--- src/rtl/alu_mdu_seq_if.sv ---
// Handshake bundle between EX control and the alu_mdu_seq execute unit.
// The unit itself connects through the slave modport.
interface alu_mdu_seq_if #(parameter int XLEN = 32);
  logic            flush;
  logic            in_valid;
  logic            in_ready;
  logic [4:0]      in_op;
  logic [XLEN-1:0] in_a;
  logic [XLEN-1:0] in_b;
  logic            out_valid;
  logic            out_ready;
  logic [XLEN-1:0] out_result;
  logic            out_busy;

  modport master (output flush, in_valid, in_op, in_a, in_b, out_ready,
                  input  in_ready, out_valid, out_result, out_busy);
  modport slave  (input  flush, in_valid, in_op, in_a, in_b, out_ready,
                  output in_ready, out_valid, out_result, out_busy);
endinterface

--- src/rtl/alu_mdu_seq.sv ---
// EX-stage execute unit: single-cycle ALU plus iterative RV-M multiply/divide.
// The multiply/divide datapath and BUSY state exist only when ALU_MDU_EN is defined.
module alu_mdu_seq #(
  parameter int XLEN = 32
) (
  input  logic         clk,
  input  logic         rst,
  alu_mdu_seq_if.slave bus
);
  localparam int SHW = $clog2(XLEN);

  typedef enum logic [1:0] {IDLE = 2'd0, BUSY = 2'd1, DONE = 2'd2} state_t;

  state_t          state, state_nx;
  logic            accept, is_m, mdu_last;
  logic [XLEN-1:0] alu_res, mdu_res, res;
  logic [SHW-1:0]  sh;

  assign sh     = bus.in_b[SHW-1:0];
  assign accept = bus.in_valid & bus.in_ready;

  always_comb begin
    alu_res = '0;
    case (bus.in_op)
      5'd0:  alu_res = bus.in_a & bus.in_b;
      5'd1:  alu_res = bus.in_a | bus.in_b;
      5'd2:  alu_res = bus.in_a + bus.in_b;
      5'd3:  alu_res = bus.in_a - bus.in_b;
      5'd4:  alu_res = {{(XLEN-1){1'b0}}, $signed(bus.in_a) < $signed(bus.in_b)};
      5'd5:  alu_res = {{(XLEN-1){1'b0}}, bus.in_a < bus.in_b};
      5'd6:  alu_res = bus.in_a ^ bus.in_b;
      5'd8:  alu_res = bus.in_a << sh;
      5'd9:  alu_res = $signed(bus.in_a) >>> sh;
      5'd10: alu_res = bus.in_a >> sh;
      default: alu_res = '0;
    endcase
  end

`ifdef ALU_MDU_EN
  logic [XLEN-1:0]   acc, mq, opnd, acc_n, mq_n, ma, mb, q_f, r_f;
  logic [SHW-1:0]    cnt;
  logic [2:0]        mop;
  logic              neg_q, neg_r, dz, a_sg, b_sg, sa, sb;
  logic [XLEN:0]     sum, shv, dif;
  logic [2*XLEN-1:0] prod;

  assign is_m     = (bus.in_op[4:3] == 2'b10);
  assign mdu_last = (state == BUSY) && (cnt == SHW'(XLEN-1));

  // Both engines run on magnitudes; signs are reapplied on the final iteration.
  always_comb begin
    a_sg = (bus.in_op[2:0] == 3'd1) | (bus.in_op[2:0] == 3'd2) |
           (bus.in_op[2:0] == 3'd4) | (bus.in_op[2:0] == 3'd6);
    b_sg = (bus.in_op[2:0] == 3'd1) | (bus.in_op[2:0] == 3'd4) |
           (bus.in_op[2:0] == 3'd6);
    sa   = a_sg & bus.in_a[XLEN-1];
    sb   = b_sg & bus.in_b[XLEN-1];
    ma   = sa ? -bus.in_a : bus.in_a;
    mb   = sb ? -bus.in_b : bus.in_b;
  end

  // {acc,mq} is the shifting product (multiply) or remainder:quotient (divide).
  always_comb begin
    sum = {1'b0, acc} + {1'b0, (mq[0] ? opnd : {XLEN{1'b0}})};
    shv = {acc, mq[XLEN-1]};
    dif = shv - {1'b0, opnd};
    if (mop[2]) begin
      if (dif[XLEN]) begin
        acc_n = shv[XLEN-1:0];
        mq_n  = {mq[XLEN-2:0], 1'b0};
      end else begin
        acc_n = dif[XLEN-1:0];
        mq_n  = {mq[XLEN-2:0], 1'b1};
      end
    end else begin
      acc_n = sum[XLEN:1];
      mq_n  = {sum[0], mq[XLEN-1:1]};
    end
    prod = {acc_n, mq_n};
    if (neg_q) prod = -prod;
    q_f = neg_q ? -mq_n : mq_n;
    r_f = neg_r ? -acc_n : acc_n;
    case (mop)
      3'd0:                mdu_res = prod[XLEN-1:0];
      3'd1, 3'd2, 3'd3:    mdu_res = prod[2*XLEN-1:XLEN];
      3'd4, 3'd5:          mdu_res = dz ? {XLEN{1'b1}} : q_f;
      default:             mdu_res = r_f;
    endcase
  end

  always_ff @(posedge clk or posedge rst) begin
    if (rst) begin
      acc <= '0; mq <= '0; opnd <= '0; cnt <= '0;
      mop <= '0; neg_q <= 1'b0; neg_r <= 1'b0; dz <= 1'b0;
    end else if (accept && is_m) begin
      acc   <= '0;
      mq    <= ma;
      opnd  <= mb;
      cnt   <= '0;
      mop   <= bus.in_op[2:0];
      neg_q <= sa ^ sb;
      neg_r <= sa;
      dz    <= (bus.in_b == '0);
    end else if (state == BUSY) begin
      acc <= acc_n;
      mq  <= mq_n;
      cnt <= cnt + 1'b1;
    end
  end
`else
  assign is_m     = 1'b0;
  assign mdu_last = 1'b0;
  assign mdu_res  = '0;
`endif

  always_ff @(posedge clk or posedge rst) begin
    if (rst) state <= IDLE;
    else     state <= state_nx;
  end

  always_comb begin
    state_nx = state;
    case (state)
      IDLE: if (accept) state_nx = is_m ? BUSY : DONE;
`ifdef ALU_MDU_EN
      BUSY: if (mdu_last) state_nx = DONE;
`endif
      DONE: begin
        if (accept)             state_nx = is_m ? BUSY : DONE;
        else if (bus.out_ready) state_nx = IDLE;
      end
      default: state_nx = IDLE;
    endcase
    if (bus.flush) state_nx = IDLE;
  end

  always_comb begin
    bus.in_ready  = ~bus.flush & ((state == IDLE) | ((state == DONE) & bus.out_ready));
    bus.out_valid = (state == DONE);
`ifdef ALU_MDU_EN
    bus.out_busy  = (state == BUSY);
`else
    bus.out_busy  = 1'b0;
`endif
  end

  // Result only moves on an accept or MDU completion, so it holds while stalled.
  always_ff @(posedge clk or posedge rst) begin
    if (rst)                 res <= '0;
    else if (accept && !is_m) res <= alu_res;
    else if (mdu_last)       res <= mdu_res;
  end

  assign bus.out_result = res;
endmodule

--- src/flat_wrapper.sv ---
// flat-port wrapper written by rule: the top's interface ports become plain ports
module alu_mdu_seq_flat 
#(
  parameter int XLEN = 32
)
  (clk, rst, bus_flush, bus_in_valid, bus_in_op, bus_in_a, bus_in_b, bus_out_ready, bus_in_ready, bus_out_valid, bus_out_result, bus_out_busy);
  alu_mdu_seq_if #(.XLEN(XLEN)) bus_i ();
  input  logic clk;
  input  logic rst;
  input wire logic [$bits(bus_i.flush)-1:0] bus_flush;
  input wire logic [$bits(bus_i.in_valid)-1:0] bus_in_valid;
  input wire logic [$bits(bus_i.in_op)-1:0] bus_in_op;
  input wire logic [$bits(bus_i.in_a)-1:0] bus_in_a;
  input wire logic [$bits(bus_i.in_b)-1:0] bus_in_b;
  input wire logic [$bits(bus_i.out_ready)-1:0] bus_out_ready;
  output wire logic [$bits(bus_i.in_ready)-1:0] bus_in_ready;
  output wire logic [$bits(bus_i.out_valid)-1:0] bus_out_valid;
  output wire logic [$bits(bus_i.out_result)-1:0] bus_out_result;
  output wire logic [$bits(bus_i.out_busy)-1:0] bus_out_busy;
  assign bus_i.flush = bus_flush;
  assign bus_i.in_valid = bus_in_valid;
  assign bus_i.in_op = bus_in_op;
  assign bus_i.in_a = bus_in_a;
  assign bus_i.in_b = bus_in_b;
  assign bus_i.out_ready = bus_out_ready;
  assign bus_in_ready = bus_i.in_ready;
  assign bus_out_valid = bus_i.out_valid;
  assign bus_out_result = bus_i.out_result;
  assign bus_out_busy = bus_i.out_busy;
  alu_mdu_seq #(.XLEN(XLEN)) u_core (.clk(clk), .rst(rst), .bus(bus_i));
endmodule
--- config.mk ---
export PLATFORM = sky130hd
export DESIGN_NAME = alu_mdu_seq_flat
export DESIGN_NICKNAME = d
export VERILOG_FILES = /design/src/rtl/alu_mdu_seq_if.sv /design/src/rtl/alu_mdu_seq.sv /design/src/flat_wrapper.sv
export SDC_FILE = /design/constraint.sdc
export NUM_CORES = 1
export LEC_CHECK = 0
export CORE_MARGIN = 2
export CORE_UTILIZATION = 35
export DETAILED_ROUTE_END_ITERATION = 8
export HOLD_SLACK_MARGIN = 0.15
export PLACE_DENSITY = 0.65
export REMOVE_ABC_BUFFERS = 1
export SYNTH_ARGS = -nofsm -noshare
export SYNTH_HDL_FRONTEND = slang
export SYNTH_SLANG_ARGS = --single-unit
export TNS_END_PERCENT = 5
--- constraint.sdc ---
create_clock -name clk -period 2.6 [get_ports clk]
set_input_delay 0.26 -clock clk [delete_from_list [all_inputs] [get_ports clk]]
set_output_delay 0.26 -clock clk [all_outputs]
set_load 0.005 [all_outputs]
==> out/results.ini <==
[critical_path]
crit_family = compound AO/OA/AOI/OAI gates
worstPathCellList = clkdlybuf4s50_1 > inv_1 > ha_4 > nand2b_1 > a221oi_2 > or4_1 > a31oi_1 > buf_4 > a21oi_1 > o32a_1 > o21ai_1 > o311ai_1
critical_path_arrival_ps = 2940
cp_max_fo = 3
critPathLaunchType = input port
worst_setup_path_end_kind = flip-flop
rr_worst_depth = 10
crit_type = input port to flip-flop
crit_buf_inv = 3
max_stage_delay_ps = 560
crit_required_ps = 2770
slowest_stage = or4_1
crit_cells = 12

[clock_tree]
cts_buffer_depth = 2
cts_tree = built
cts_hold_buf = 0
path_clk_slew_ps = 70
htreeDepth = 2
cts_root_buf = clkbuf_16
cts_buffers = 5
clkLatencyLatePin_ps = 310
cts.sinks = 33

[power]
p_leak_nw = 7.72
ir_worst_vdd_uv = 236
p_total_mw = 4.78
power_density_mw_per_mm2 = 282

[yosys]
avgSynthCellArea_um2 = 6.98
syn_inst = 1438
yosysUniqueCellTypes = 82
synth-edff-count = 0
yosysSeqAreaShare = 0.0823
postSynth.asyncResetShare = 1.00
ys.flop_type = dfrtp_1
synth_top_area_frac = 0.123
synth_area_mm2 = 0.0100
synth_area_leaders = ha_1, dfrtp_1, mux4_2
ys_seq_elements = 33
yosys.area.top_type = ha_1
ys.warnings.count = 0

[die]
die_area_mm2 = 0.0300
io_pins = 109
die-width_um = 173
row_count = 61
die_h_um = 173
core_area_mm2 = 0.0280
start_util = 0.358

[global_route]
grt_antenna_before_repair = 1
grt_pass1_wl_mm = 83.4
grt_overflow = 0
grt_usage = 0.360
first_global_vias = 13800
grt_max_degree = 70

[sta]
hold_viol_final = 0
finalClockSkew_ps = 6.51
final.period_utilization = 1.06
fin_ws_ps = -164
fin_crit_ps = 2760
worst_pin_slew_ps = 904
finalSetupViolCount = 14
relSlewSlack = 0.393
drv_slew = 0
rsz0062_at_grt = true
max_freq_mhz = 362

[drt]
drt_iter0_markers = 1631
vias_per_cell = 6.04
drt_wl_total_mm = 57.3
drt-wirelength-per-cell_um = 23.9
first_pass_iters = 6
ant_nets = 0
drc = 0
vias = 14400

[outcome]
violations = setup timing
status = finished, violations left

[finish]
nets = 2187
multiInputGateArea_mm2 = 0.00938
stdcell_count = 2391
areaGrowthSynthToFinish_pct = 69.2
regArea_um2 = 826
nFillCells = 2544
layout-drive-gt1-share = 0.418
n_antenna_cell = 0
fin_util = 0.606

[placed_design]
portBuffers = 107
hpwlAfterDp_mm = 44.3
gp_congestion = 1.04
placedCellCount = 2336

[hold_path]
hold_path.class = input port to async pin

[flow_run]
max-cap-violations = 0

## cell usage after synthesis, drive strengths merged, types with 5 or more instances
cell,number
nor2,167
a21oi,125
o21ai,125
nand2,117
inv,105
ha,99
clkbuf,86
mux2i,54
nor3,40
mux4,34
dfrtp,33
a211oi,32
buf,29
nand3,25
o211ai,24
a221oi,22
o22ai,17
a21o,16
a31oi,16
mux2,15
nand2b,14
nor4,13
o31ai,13
or3,13
and3,11
o21bai,11
o221ai,11
a2111oi,10
nor2b,10
a22oi,9
and2,9
nand4,9
a221o,8
o2111ai,8
o21a,8
a22o,7
or2,7
a21boi,6
o311ai,6
a211o,5
o211a,5
xnor2,5
## layout make-up
| type | count | area share |
|---|---|---|
| Clock buffer | 7 | 0.00840 |
| Timing Repair Buffer | 682 | 0.337 |
| Multi-Input combinational cell | 1184 | 0.552 |
| Inverter | 106 | 0.0243 |
| Clock inverter | 1 | 0.00177 |
| Tap cell | 378 | 0.0279 |
| Sequential cell | 33 | 0.0487 |
## cell usage in the layout, fill, tap and decap left out, types with 24 or more instances in the layout
master           instances
buf_4                  527
nor2_1                 156
nand2_1                113
a21oi_1                106
o21ai_0                 70
inv_1                   64
ha_1                    62
clkdlybuf4s50_1         55
mux2i_1                 53
o21ai_1                 46
inv_2                   37
mux4_2                  34
buf_6                   33
dfrtp_1                 33
nor3_1                  29
ha_4                    27
nand3_1                 24
o211ai_1                24
## registers in the layout (all words and copies together), names as in the netlist
signal                 cells
u_core.state               1
u_core.bus.out_result     32
## path summary, 6_finish.rpt
path / endpoint / slack [ps] / start
setup / recovery: u_core.bus.out_result[30] / -160 / bus_in_b[23]
hold / removal: u_core.bus.out_result[4] / 340 / rst
setup reg to reg: u_core.bus.out_result[22] / 80 / u_core.state[1]
min in group clk: u_core.bus.out_result[6] / 500 / u_core.bus.out_result[6]
max in group asynchronous: u_core.bus.out_result[9] / 1680 / rst
hold reg to reg: u_core.bus.out_result[6] / 500 / u_core.bus.out_result[6]
## layer usage
layer	vias up	wire length (um)	track usage
met4	2	2820	0.156
met2	853	25100	0.556
met5	-	13	0
met1	6927	23800	0.485
li1	6493	-	-
met3	169	5540	0.0735
## kinds of logic (layout without fill, tap and decap cells)
group	after synthesis	count (layout)	synth area share
and+or+nand+nor	450	450	0.205
other	1	1	0.000374
xor gates and xnor gates	6	6	0.00524
buffers and inverters	221	796	0.0881
muxes	103	103	0.147
AOI/OAI and AO/OA	523	523	0.345
DFF	33	33	0.0823
adders and majority gates	101	101	0.127
## metrics by stage
stage / setup TNS, ps / worst slack [ps] / hold WS [ps] / instance area (um2)
after floorplan: -8380 / -557 / 326 / 9550
after global placement: -21780 / -932 / 471 / 15200
after detailed placement: -22750 / -982 / 485 / 15200
after CTS: -843 / -127 / 359 / 16300
after global routing: -2980 / -280 / 404 / 17000
final: -1010 / -164 / 345 / 17000
## where the power goes
| part | switching, mW | leakage (nW) | internal [mW] |
|---|---|---|---|
| sequential | 0.0341 | 0.448 | 0.559 |
| combinational | 1.73 | 7.19 | 1.63 |
| clock | 0.342 | 0.0841 | 0.483 |
| total | 2.11 | 7.72 | 2.67 |
## what timing repair did
action	in CTS	in global routing
pin swaps	61	57
gates resized for setup	238	119
cloned	0	2
setup buffers	23	23
setup endpoints to repair	32	29
No activity file was read; power rests on OpenSTA's default activity.
